===== src/rtl/hazard_ctrl.sv =====
// Pipeline hazard controller: decode bypass selects, load-use / MDU / dmem-wait stalls and redirect flushes.
// Defining HAZARD_PERF_EN adds saturating per-cause cycle counters (perf_* outputs, CNT_W bits wide).
module hazard_ctrl #(
  parameter int MDU_LAT = 8,
  parameter int CNT_W   = 32
) (
  input  logic             clk,
  input  logic             reset,
  input  logic             d_valid,
  input  logic [4:0]       d_rs1,
  input  logic [4:0]       d_rs2,
  input  logic             e_valid,
  input  logic [4:0]       e_dst,
  input  logic             e_wen,
  input  logic             e_is_load,
  input  logic             e_mdu,
  input  logic             e_redirect,
  input  logic             m_valid,
  input  logic [4:0]       m_dst,
  input  logic             m_wen,
  input  logic             dmem_wait,
  output logic             fwd_valid_a,
  output logic             fwd_valid_b,
  output logic             fwd_valid_a_,
  output logic             fwd_valid_b_,
  output logic             stall_f,
  output logic             stall_d,
  output logic             stall_e,
  output logic             stall_m,
  output logic             flush_d,
  output logic             flush_e,
  output logic             mdu_busy,
  output logic             mdu_done,
  output logic             dbg_mdu_state
`ifdef HAZARD_PERF_EN
  ,
  output logic [CNT_W-1:0] perf_lu_stall,
  output logic [CNT_W-1:0] perf_mdu_stall,
  output logic [CNT_W-1:0] perf_mem_stall,
  output logic [CNT_W-1:0] perf_flush
`endif
);

  // Counter holds MDU_LAT-2 at most: one cycle is spent in IDLE issuing the op.
  localparam int CW = (MDU_LAT > 2) ? $clog2(MDU_LAT - 1) : 1;
  localparam logic [CW-1:0] CNT_LOAD = CW'(MDU_LAT - 2);

  typedef enum logic {
    MDU_IDLE = 1'b0,
    MDU_BUSY = 1'b1
  } mdu_state_e;

  mdu_state_e    state_q, state_d;
  logic [CW-1:0] cnt_q, cnt_d;
  logic          done_q, done_d;

  logic e_hit1, e_hit2, m_hit1, m_hit2;
  logic fwd_a_e, fwd_b_e;
  logic load_use, redirect, mdu_start, mdu_stall;
  logic win_mem, win_mdu, win_flush, win_lu;

  // ---------------- register matches and bypass selects ----------------
  always_comb begin
    e_hit1 = e_valid & e_wen & (e_dst != 5'd0) & (e_dst == d_rs1);
    e_hit2 = e_valid & e_wen & (e_dst != 5'd0) & (e_dst == d_rs2);
    m_hit1 = m_valid & m_wen & (m_dst != 5'd0) & (m_dst == d_rs1);
    m_hit2 = m_valid & m_wen & (m_dst != 5'd0) & (m_dst == d_rs2);
    // A load's data is not available in EX, so the EX path never bypasses a load.
    fwd_a_e = e_hit1 & ~e_is_load;
    fwd_b_e = e_hit2 & ~e_is_load;
  end

  always_comb begin
    fwd_valid_a  = 1'b0;
    fwd_valid_b  = 1'b0;
    fwd_valid_a_ = 1'b0;
    fwd_valid_b_ = 1'b0;
    if (!reset) begin
      fwd_valid_a  = fwd_a_e;
      fwd_valid_b  = fwd_b_e;
      fwd_valid_a_ = m_hit1 & ~fwd_a_e;
      fwd_valid_b_ = m_hit2 & ~fwd_b_e;
    end
  end

  // ---------------- MDU busy FSM ----------------
  always_ff @(posedge clk or posedge reset) begin
    if (reset) begin
      state_q <= MDU_IDLE;
      cnt_q   <= '0;
      done_q  <= 1'b0;
    end else begin
      state_q <= state_d;
      cnt_q   <= cnt_d;
      done_q  <= done_d;
    end
  end

  assign mdu_start = (state_q == MDU_IDLE) & e_valid & e_mdu & ~dmem_wait;

  always_comb begin
    state_d = state_q;
    cnt_d   = cnt_q;
    done_d  = 1'b0;
    case (state_q)
      MDU_IDLE: begin
        if (mdu_start) begin
          state_d = MDU_BUSY;
          cnt_d   = CNT_LOAD;
        end
      end
      MDU_BUSY: begin
        // Counter keeps running under dmem_wait; it stops at zero rather than wrapping.
        if (cnt_q == '0) begin
          state_d = MDU_IDLE;
          done_d  = 1'b1;
        end else begin
          cnt_d = cnt_q - 1'b1;
        end
      end
      default: begin
        state_d = MDU_IDLE;
        cnt_d   = '0;
      end
    endcase
  end

  assign mdu_busy      = (state_q == MDU_BUSY);
  assign mdu_done      = done_q;
  assign dbg_mdu_state = state_q;

  // ---------------- stall / flush arbitration ----------------
  // Exactly one cause wins per cycle: dmem_wait > MDU > redirect > load-use.
  always_comb begin
    load_use  = d_valid & e_is_load & (e_hit1 | e_hit2);
    redirect  = e_redirect & e_valid;
    mdu_stall = mdu_start | (state_q == MDU_BUSY);
    win_mem   = ~reset & dmem_wait;
    win_mdu   = ~reset & ~dmem_wait & mdu_stall;
    win_flush = ~reset & ~dmem_wait & ~mdu_stall & redirect;
    win_lu    = ~reset & ~dmem_wait & ~mdu_stall & ~redirect & load_use;
  end

  always_comb begin
    stall_f = win_mem | win_mdu | win_lu;
    stall_d = win_mem | win_mdu | win_lu;
    stall_e = win_mem | win_mdu;
    stall_m = win_mem;
    flush_d = win_flush;
    flush_e = win_flush | win_lu;
  end

`ifdef HAZARD_PERF_EN
  logic [CNT_W-1:0] lu_cnt_q, mdu_cnt_q, mem_cnt_q, flush_cnt_q;

  always_ff @(posedge clk or posedge reset) begin
    if (reset) begin
      lu_cnt_q    <= '0;
      mdu_cnt_q   <= '0;
      mem_cnt_q   <= '0;
      flush_cnt_q <= '0;
    end else begin
      if (win_lu && (lu_cnt_q != '1))       lu_cnt_q    <= lu_cnt_q + 1'b1;
      if (win_mdu && (mdu_cnt_q != '1))     mdu_cnt_q   <= mdu_cnt_q + 1'b1;
      if (win_mem && (mem_cnt_q != '1))     mem_cnt_q   <= mem_cnt_q + 1'b1;
      if (win_flush && (flush_cnt_q != '1)) flush_cnt_q <= flush_cnt_q + 1'b1;
    end
  end

  assign perf_lu_stall  = lu_cnt_q;
  assign perf_mdu_stall = mdu_cnt_q;
  assign perf_mem_stall = mem_cnt_q;
  assign perf_flush     = flush_cnt_q;
`endif

endmodule


===== config.mk =====
export PLATFORM = sky130hd
export DESIGN_NAME = hazard_ctrl
export DESIGN_NICKNAME = d
export VERILOG_FILES = /design/src/rtl/hazard_ctrl.sv
export SDC_FILE = /design/constraint.sdc
export NUM_CORES = 1
export LEC_CHECK = 0
export CAP_MARGIN = 20
export CORE_MARGIN = 5
export CORE_UTILIZATION = 36
export DETAILED_ROUTE_END_ITERATION = 12
export GPL_TIMING_DRIVEN = 1
export PLACE_DENSITY = 0.89
export SKIP_CTS_REPAIR_TIMING = 1
export SYNTH_ARGS = -nofsm -noshare
export SYNTH_HDL_FRONTEND = slang
export SYNTH_SLANG_ARGS = --single-unit

===== constraint.sdc =====
create_clock -name clk -period 7.3 [get_ports clk]
set_clock_uncertainty 0.05 [all_clocks]
set_input_delay 2.19 -clock clk [delete_from_list [all_inputs] [get_ports clk]]
set_output_delay 2.19 -clock clk [all_outputs]
set_load 0.05 [all_outputs]

# Word level (Yosys, flattened, before mapping)
# Index checks and enable logic that the tools add are counted.
# totals
regBits	5
in_bits	31
output_inout_bits	13
# op_classes
add_sub_neg	1
eq_ne	6
n_mux	12
bitwise	38
reduce_logical	4
# ops
op	n
bitwise AND 1 bit	25
== test 5 bit	4
nonzero test 5 bit	2
2-to-1 mux 1 bit	8
inverter 1 bit	8
2-to-1 mux 3 bit	2
case mux 3 bit (2 select lines)	1
OR 1 bit	5
!= test 2 bit, second input constant	2
zero test 3 bit	1
subtractor 3 x 1 -> 3 bit, second input constant	1
case mux 1 bit (2 select lines)	1
AND reduction 2 bit	1

# Logic depth before layout (Yosys ltp)
# depth
ltp_word	10
mapped_depth	6
mapped_depth_nobuf	6

# Least setup slack after synthesis
# OpenSTA, ideal clock, no wires.
# synth_path
kind	input port to output port
startpoint	input e_dst[4]
endpoint	output stall_f
arrival_time_ps	4035
slack_ps	1025
stages	6
n_path_buf	1
path_cell_list	xnor2_1 -> nand3_1 -> nor3_1 -> o21ai_0 -> a21oi_1 -> buf_4
# synth_between
elab_chain_cells	7
word_cells_on_any_way	10
classes_between	eq/ne: 2; bitwise: 7; reduce/logical: 1
# synth_rtl
item	line	rtl
start: declaration	13	input logic [4:0] e_dst,
nonzero test 5 bit	64, 65	
bitwise AND 1 bit	64, 65	
bitwise AND 1 bit (on tied branches)	64, 65	
OR 1 bit *	135	load_use = d_valid & e_is_load & (e_hit1 | e_hit2);
bitwise AND 1 bit *	135	
bitwise AND 1 bit *	141	win_lu = ~reset & ~dmem_wait & ~mdu_stall & ~redirect & load_use;
OR 1 bit *	n/a	
end: declaration	26	output logic stall_f,
# Every way passes the cells marked *; elsewhere a longest branch is shown, timed or not.

# Worst setup path in the final report
# layout_path
startpoint	input e_dst[0]
endpoint	output stall_d
# layout_between
elab_chain_cells	7
word_cells_on_any_way	10
classes_between	eq/ne: 2; bitwise: 7; reduce/logical: 1
# layout_rtl
item	line	rtl
nonzero test 5 bit	64, 65	
bitwise AND 1 bit	64, 65	
bitwise AND 1 bit (on tied branches)	64, 65	
OR 1 bit *	135	
bitwise AND 1 bit *	135	
bitwise AND 1 bit *	141	
OR 1 bit *	146	stall_d = win_mem | win_mdu | win_lu;
end: declaration	27	output logic stall_d,
# Marked as above.

==> impl_results.md <==
* Placed cells at 131
* Largest net degree at the start of global routing at 9
* Power Dens Cells at 201 nW/um^2
* Yosys cell types at 25
* FF-to-FF Start: cnt_q[0]
* Met2 wire len at 1130 um
* Async SR Flop Fraction at 100%
* Fin crit share at 93.7%
* Initial DRC Count at 22
* Detailed-placement wirelength estimate at 1920 um
* Layout area overhead at 78.1%
* GPL Wtd Cong at 0.909
* CTS Buffer Depth at 2
* Inserted Clock Buffers at 3
* Sink Count at 5
* Vias at 723
* FP Rows at 14
* Critical path data arrival time at 4.60 ns
* Mapped cell area at 601 um^2
* Fmax achieved at 146 MHz
* H-Tree Depth at 1
* Gr ovfl total at 0
* Initial Utilization at 39.0%
* Syn Nets at 106
* Critical path, cell by cell: clkdlybuf4s50_1 > xnor2_1 > nand3_1 > nor3_1 > o21ai_0 > a21oi_1 > clkdlybuf4s50_1
* Drt total wl at 2120 um
* Synthesized-area fraction occupied by adder cells at 4.17%
* Non-Filler Instances at 135
* Final hold violations at 0
* I/O Pins at 44
* N_diodes at 0
* CP Launch Point: e_dst[0]
* Multi-input gate area in the final layout at 442 um^2
* Slew Limit Headroom at 65.6%
* Post-DR wirelength/cell at 15.7 um
* Post-route DRC at 0
* Xor/xnor share of the synthesized area at 29.2%
* Synth Register Bits at 5
* CORE AREA at 1540 um^2
* Metal3 WL at 178 um
* Post-Route Utilization at 69.4%
* Worst Path Max Fanout at 3
* CP max stage cell: clkdlybuf4s50_1
* Vias in the first global route at 778
* Slew @ Worst Pin at 0.514 ns
* Worst-path clk slew at 0.04 ns
* Largest family of logic cells by synthesized area: XOR/XNOR gates
* Total Power at 0.215 mW
* Die Y at 50.8 um
* Die Area at 2590 um^2
* Setup CP Type: primary input to output pin
* Hold Path Class: register to register
* P_leak at 0.413 nW
* Ratio of cells with drive above 1 in the final layout at 7.56%
* Synth warn at 0
* Total GRT Usage at 17.0%
* Simple-gate area share of the yosys netlist at 22.3%
* DRT Pass-1 Iters at 4
* CP Capture Type: output pin
* DR top layer: met4
* Sequential Area at 125 um^2
* Initial antenna violation count at 0
* Most frequent cells in the layout: clkdlybuf4s50_1 (43), xnor2_1 (10), xor2_1 (10), inv_1 (5), dfrtp_1 (5)
* Peak supply drop at 0.149 mV
* Buffers and inverters on the worst path at 2
* Antenna-violating nets left at 0
* Fin crit period at 6.84 ns
* Fin Setup TNS at 0 ns
* Seq/Total Area, Yosys at 20.8%
* Met1 Wirelength at 760 um
* Mean Syn Cell Area at 8.23 um^2
* Largest delay share family, worst path: buffers and inverters
* Nets@finish at 153
* Final setup violation count at 0
* Worst reg2reg setup slack at 5.64 ns
* Mapped Cells at 73
* Commonest non-fill, non-tap cell in the layout: clkdlybuf4s50_1
* RSZ-0062 raised after global routing: no
* Slew Viols, Final at 0
* First-pass GRT wire length at 3450 um
* Mux cell area share after synthesis at 3.33%
* Critical Path Start Type: primary input
* CTS tree: done
* Biggest cell delay along the critical path at 0.84 ns
* Fillers at 116
* Via density at 5.36
* Ys flop type: dfrtp_1
* Cell mode on critical path: clkdlybuf4s50_1
* Max-cap check violation count at 0
* Clk_lat worst skew at 0.23 ns
* Compound-gate portion of the synthesized area at 14.6%
* Post-synth EDFFs at 0
* Critical Path RT at 5.06 ns
* Root Buffer: clkbuf_4
* Chip width at 50.8 um
* Worst hold start: cnt_q[0]
* Run status: finished clean
* Port Buffer Count at 43
==> cells by family after synthesis <==
logic type / Yosys count
flops: 5
buf+inv: 7
simple gates: 25
xor+xnor: 20
compound gates: 12
fa+ha+maj: 2
mux: 2
==> metrics by stage <==
| stage | hold WS [ns] | area (um^2) | setup WS, ns |
|---|---|---|---|
| 3_5_place_dp | 0.416 | 1040 | 0.452 |
| 6_report | 0.417 | 1070 | 0.458 |
| 5_1_grt | 0.450 | 1070 | 0.241 |
| 4_1_cts | 0.421 | 1070 | 0.440 |
| 3_3_place_gp | 0.413 | 1040 | 0.520 |
| 2_1_floorplan | 0.401 | 601 | 1.03 |
==> worst reg2reg max path: stages (launching register included) <==
cell	delay, ns
dfrtp_1	0.38
inv_1	0.08
ha_1	0.16
inv_1	0.05
o21ai_0	0.35
o31ai_1	0.23
o22a_1	0.23
==> state kept, by name, summed over array words and instances (netlist names) <==
register       count
dbg_mdu_state      1
cnt_q              3
mdu_done           1
==> final timing paths <==
path | end | cells past startpoint
setup / recovery | stall_d | 7
hold / removal | cnt_q[0] | 1
setup reg to reg | cnt_q[1] | 6
hold reg to reg | cnt_q[0] | 1
max in group asynchronous | cnt_q[0] | 3
min in group asynchronous | dbg_mdu_state | 3
==> report_power, final <==
part / switching [mW] / leakage [nW] / internal, mW
sequential: 0.0110 / 0.0581 / 0.0395
clock: 0.00976 / 0.0150 / 0.0206
combinational: 0.0771 / 0.340 / 0.0572
==> routing by layer <==
layer	global-route usage, %	up-vias
met3	5.23	8
met2	31.0	42
met1	17.8	322
li1	-	351
met4	7.23	0
met5	0	-
==> cell usage after synthesis (2+ instances only) <==
cell / instances / area (um^2)
nor3_1: 4 / 20.0
nand2_1: 4 / 15.0
or4_1: 2 / 15.0
nor3b_1: 2 / 15.0
inv_1: 5 / 18.8
a21oi_1: 3 / 15.0
mux2i_1: 2 / 20.0
o21ai_0: 3 / 15.0
nand3_1: 4 / 20.0
buf_4: 2 / 15.0
xnor2_1: 10 / 87.6
ha_1: 2 / 25.0
and3_2: 2 / 15.0
nor2_1: 4 / 15.0
xor2_1: 10 / 87.6
dfrtp_1: 5 / 125
==> cell type report <==
type	instances	share of cell area (%)
clock buffer	4	2.46
inverter	5	1.75
multi-input combinational	61	41.3
sequential	5	11.7
tap	16	1.87
timing repair buffer	44	40.9
No activity file was read; power rests on OpenSTA's default activity.
